===== src/rtl/sa_request_unit.sv =====
// Switch-allocator request stage: per input port, round-robin VC selection, registered
// output-port request held until a matching grant or a withdraw, then a one-cycle dequeue.
module sa_request_unit #(
    parameter int unsigned NUM_PORTS = 4,
    parameter int unsigned NUM_VCS   = 4
) (
    input  logic                                          clk,
    input  logic                                          reset,
    input  logic [NUM_PORTS-1:0][NUM_VCS-1:0]             vc_valid,
    input  logic [NUM_PORTS-1:0][NUM_VCS-1:0][NUM_PORTS-1:0] vc_out_port,
    input  logic [NUM_PORTS-1:0]                          out_credit,
    input  logic [NUM_PORTS-1:0][NUM_PORTS-1:0]           allocated_ports,
    output logic [NUM_PORTS-1:0][NUM_PORTS-1:0]           port_requests,
    output logic [NUM_PORTS-1:0][NUM_VCS-1:0]             vc_dequeue,
    output logic [NUM_PORTS-1:0][NUM_VCS-1:0]             xbar_vc,
    output logic                                          grant_error
);

    localparam int unsigned VCW = (NUM_VCS > 1) ? $clog2(NUM_VCS) : 1;
    localparam logic [0:0] ST_IDLE = 1'b0;
    localparam logic [0:0] ST_REQ  = 1'b1;
    localparam logic [NUM_PORTS-1:0] ONE_P = {{(NUM_PORTS-1){1'b0}}, 1'b1};

    logic [NUM_PORTS-1:0]                    state_q, state_d;
    logic [NUM_PORTS-1:0][VCW-1:0]           rr_ptr_q, rr_ptr_d;
    logic [NUM_PORTS-1:0][VCW-1:0]           held_vc_q, held_vc_d;
    logic [NUM_PORTS-1:0][NUM_PORTS-1:0]     req_q, req_d;
    logic [NUM_PORTS-1:0][NUM_VCS-1:0]       deq_q, deq_d;
    logic                                    grant_error_q, grant_error_d;

    logic [NUM_PORTS-1:0][NUM_VCS-1:0]       eligible;
    logic [NUM_PORTS-1:0]                    found;
    logic [NUM_PORTS-1:0][VCW-1:0]           sel_vc;

    // Eligible: valid head flit, exactly one-hot route, and credit on that output.
    always_comb begin
        logic [NUM_PORTS-1:0] route;
        eligible = '0;
        route    = '0;
        for (int unsigned p = 0; p < NUM_PORTS; p++) begin
            for (int unsigned v = 0; v < NUM_VCS; v++) begin
                route = vc_out_port[p][v];
                eligible[p][v] = vc_valid[p][v] && (route != '0) &&
                                 ((route & (route - ONE_P)) == '0) &&
                                 ((route & out_credit) != '0);
            end
        end
    end

    always_comb begin
        int unsigned idx;
        found  = '0;
        sel_vc = '0;
        idx    = 0;
        for (int unsigned p = 0; p < NUM_PORTS; p++) begin
            for (int unsigned i = 0; i < NUM_VCS; i++) begin
                idx = (int'(rr_ptr_q[p]) + i) % NUM_VCS;
                if (!found[p] && eligible[p][idx]) begin
                    found[p]  = 1'b1;
                    sel_vc[p] = VCW'(idx);
                end
            end
        end
    end

    always_comb begin
        logic grant_hit;
        state_d       = state_q;
        rr_ptr_d      = rr_ptr_q;
        held_vc_d     = held_vc_q;
        req_d         = req_q;
        deq_d         = '0;
        grant_error_d = grant_error_q;
        grant_hit     = 1'b0;
        for (int unsigned p = 0; p < NUM_PORTS; p++) begin
            grant_hit = (state_q[p] == ST_REQ) && (allocated_ports[p] == req_q[p]);
            // A grant that matches nothing is dropped and only flagged.
            if ((allocated_ports[p] != '0) && !grant_hit) begin
                grant_error_d = 1'b1;
            end
            if (state_q[p] == ST_IDLE) begin
                if (found[p]) begin
                    state_d[p]   = ST_REQ;
                    held_vc_d[p] = sel_vc[p];
                    req_d[p]     = vc_out_port[p][sel_vc[p]];
                end
            end else if (grant_hit) begin
                state_d[p]                = ST_IDLE;
                req_d[p]                  = '0;
                deq_d[p][held_vc_q[p]]    = 1'b1;
                rr_ptr_d[p]               = VCW'((int'(held_vc_q[p]) + 1) % NUM_VCS);
            end else if (!vc_valid[p][held_vc_q[p]] || ((req_q[p] & out_credit) == '0)) begin
                state_d[p] = ST_IDLE;
                req_d[p]   = '0;
            end
        end
    end

    always_ff @(posedge clk) begin
        if (reset) begin
            state_q       <= '0;
            rr_ptr_q      <= '0;
            held_vc_q     <= '0;
            req_q         <= '0;
            deq_q         <= '0;
            grant_error_q <= 1'b0;
        end else begin
            state_q       <= state_d;
            rr_ptr_q      <= rr_ptr_d;
            held_vc_q     <= held_vc_d;
            req_q         <= req_d;
            deq_q         <= deq_d;
            grant_error_q <= grant_error_d;
        end
    end

    assign port_requests = req_q;
    assign vc_dequeue    = deq_q;
    assign xbar_vc       = deq_q;
    assign grant_error   = grant_error_q;

endmodule


===== config.mk =====
export PLATFORM = sky130hd
export DESIGN_NAME = sa_request_unit
export DESIGN_NICKNAME = d
export VERILOG_FILES = /design/src/rtl/sa_request_unit.sv
export SDC_FILE = /design/constraint.sdc
export NUM_CORES = 1
export LEC_CHECK = 0
export CAP_MARGIN = 25
export CORE_AREA = 3 3 87 121
export DETAILED_ROUTE_END_ITERATION = 6
export DIE_AREA = 0 0 90 124
export HOLD_SLACK_MARGIN = 0.15
export MAX_ROUTING_LAYER = met4
export PLACE_DENSITY = 0.83
export SYNTH_ARGS = -nofsm -noshare
export SYNTH_HDL_FRONTEND = slang
export SYNTH_SLANG_ARGS = --single-unit

===== constraint.sdc =====
create_clock -name clk -period 3.05 [get_ports clk]
set_clock_uncertainty 0.2 [all_clocks]
set_input_delay 0.915 -clock clk [delete_from_list [all_inputs] [get_ports clk]]
set_output_delay 0.915 -clock clk [all_outputs]
set_load 0.005 [all_outputs]

==> impl_metrics.ini <==
[sta]
tightest_slew_ns = 0.713
hold_violations = 0
setup_ws_ns = -0.0467
slew-limit-headroom_pct = 51.9
tns_ns = -0.0865
max_freq_mhz = 323
timing.final.crit_period_ns = 3.10
period_share_pct = 102
timing.final.max_slew_violations = 0
setup_violations = 3

[setup_path]
worstSetupEndpointType = register
cp.required_ns = 3.05
crit_fanout = 6
criticalPathCategory = input pin to register
reg2reg_depth = 6
startpoint = out_credit[0]
reg2reg_from = rr_ptr_q[0]$_SDFFE_PP0P_
rrSetupSlack_ns = 0.97
critPathArrivalTime_ns = 3.10
cp-start-kind = input pin
cp-endpoint = port_requests[3]$_SDFFE_PP0P_
rr_endpoint = port_requests[3]$_SDFFE_PP0P_

[grt]
grt_pass1_vias = 5424
antenna_found_initial = 0
grt_usage_pct = 30.8
grt_pass1_wl_um = 26900
grt_start_max_net_pins = 49
overflow = 0

[layout]
drive_above_1_share_pct = 34.9
n_fill_cell = 598
finalInstanceArea_um2 = 7750
multi_input_area_um2 = 3540
fin_cells = 894
areaGrowthSynthToFinish_pct = 78.9
fin_util_pct = 81.1
layout.area.seq_um2 = 1060
nets = 879
diodes = 0

[clocking]
clk-insertion-delay-late_ns = 0.30
hold_buffers = 0
cts.sinks = 53
cts_buffers = 5
path_clk_slew_ns = 0.07
ctsLongestPathBuffers = 2
cts_tree = yes
root_buffer = clkbuf_16
htreeDepth = 2

[die]
die_y_um = 124
io_pins = 151
start_util_pct = 45.3
rows = 42
dieArea_um2 = 11200
core_um2 = 9560
die_x_um = 90

[logic_synthesis]
yosysTopAreaCellShare_pct = 24.5
synth_commonest_cells = dfxtp_1, mux2i_1, nand2_1, nor2_1, nor3_1
synthFlopType = dfxtp_1
synth_edf_count = 0
syn_area_um2 = 4330
seq_area_frac_synth_pct = 24.5
syn_nets = 612
synth_async_sr_flop_share_pct = 0
ys_types = 68
netlist_top_cells_area = dfxtp_1, mux2i_1, ha_1
yosys_warnings = 0
synth_largest_area_cell = dfxtp_1
syn_area_per_cell_um2 = 8.77
syn_inst = 494
synth.most_common_cell = dfxtp_1
synth-seq-cells = 53

[run_status]
outcome = complete, but fails checks
violations = setup timing

[placement]
place.detailed.hpwl_um = 12800
place_inst = 852
port_buffers = 150
dpl-instance-area_um2 = 6660
gp_congestion = 0.964

[job]
cap_violations = 0

[hold_path]
whs_path_depth = 2
hold_class = register to register

[routing]
routedWlPerCell_um = 21.1
drt-initial-drc-count = 355
vias_per_cell = 6.14
vias = 5493
drc = 0
drt_wl_total_um = 18800
antenna_left = 0
firstDrtPassIters = 5

[power]
max-vdd-ir-drop_mv = 0.275
powerDensity_nw_per_um2 = 313
leakagePower_uw = 0.00339
power_uw = 2430
==> how the worst min path moves through the flow <==
stage | startpoint | end
6_report | rr_ptr_q[4]$_SDFFE_PP0P_ | rr_ptr_q[4]$_SDFFE_PP0P_
5_1_grt | rr_ptr_q[4]$_SDFFE_PP0P_ | rr_ptr_q[4]$_SDFFE_PP0P_
4_1_cts | rr_ptr_q[0]$_SDFFE_PP0P_ | rr_ptr_q[0]$_SDFFE_PP0P_
3_5_place_dp | rr_ptr_q[0]$_SDFFE_PP0P_ | rr_ptr_q[0]$_SDFFE_PP0P_
3_3_place_gp | rr_ptr_q[0]$_SDFFE_PP0P_ | rr_ptr_q[0]$_SDFFE_PP0P_
2_1_floorplan | rr_ptr_q[0]$_SDFFE_PP0P_ | rr_ptr_q[0]$_SDFFE_PP0P_
==> cells in the final DEF (no fill, tap or decap), drive strengths merged, types with 4 or more instances in the layout <==
master / instances
a211oi: 11
xnor2: 8
a22o: 4
nor3: 29
clkbuf: 12
o221ai: 18
a21oi: 19
xor2: 16
o311ai: 6
o311a: 5
o31ai: 4
o22ai: 7
ha: 16
nand2: 32
dfxtp: 53
dlygate4sd2: 15
and2: 16
nor3b: 5
nand3b: 8
or3: 4
nor4: 5
a22oi: 20
nand2b: 6
nor2: 31
mux4: 4
a21o: 4
o41ai: 5
nor4b: 16
clkdlybuf4s50: 91
buf: 136
o21ai: 8
inv: 22
dlymetal6s2s: 35
mux2i: 45
==> logic make-up (layout without fill, tap and decap cells) <==
group / count (synthesis) / after routing / synth area share, %
XOR/XNOR: 24 / 24 / 4.85
buffers and inverters: 51 / 318 / 6.35
flip-flops: 53 / 53 / 24.5
AND/OR/NAND/NOR: 169 / 169 / 22.4
AO/OA/AOI/OAI: 129 / 130 / 24.1
adder cells (fa/ha/maj): 16 / 16 / 4.62
multiplexers: 52 / 52 / 13.3
==> flip-flops by register name (all words and copies together), names as in the netlist <==
register       flops
rr_ptr_q           8
grant_error        1
state_q            4
port_requests     16
held_vc_q          8
vc_dequeue        16
==> layer usage <==
layer | vias up | track usage (%) | wire length, um | part of all wire [%]
li1 | 2434 | - | - | -
met1 | 2617 | 32.0 | 6780 | 36
met2 | 361 | 56.6 | 9830 | 52
met3 | 81 | 5.02 | 1320 | 7.0
met4 | 0 | 15.8 | 908 | 4.8
met5 | - | - | 0 | 0
==> repair_timing <==
item	CTS	global route
gates resized for setup	74	106
setup endpoints to repair	23	23
setup buffers	21	11
pin swaps	26	41
endpoints found under the hold margin	0	0
cloned	3	0
==> stage by stage <==
stage / hold WS (ns) / setup WS [ns]
finish: 0.353 / -0.0467
global route: 0.388 / -0.0622
CTS: 0.318 / -0.00736
detailed placement: 0.302 / -0.499
global placement: 0.297 / -0.496
floorplan: 0.276 / 0.220
==> area by class of cell <==
cell class | instances | area share, %
flip-flops and latches | 53 | 13.7
inverters | 22 | 1.10
multi-input cells | 391 | 45.7
repair buffers | 288 | 35.1
well taps | 132 | 2.13
clock buffers | 6 | 1.79
clock inverters | 2 | 0.484
==> worst max-delay path, stage by stage <==
cell and delay (ns):
clkdlybuf4s15_1 0.21, buf_6 0.14, buf_12 0.12, a22oi_1 0.07, nand2_1 0.09, o311ai_2 0.11, buf_4 0.17, a21boi_2 0.16
o211ai_1 0.41, or3b_4 0.48, o221ai_2 0.21
==> power by group <==
part           total [uW]  switching (uW)  internal (uW)
Combinational         948             430            518
Sequential            792            60.5            731
Clock                 689             279            411
Total                2430             769           1660
Note: power is estimated with default switching activity, not from simulation.
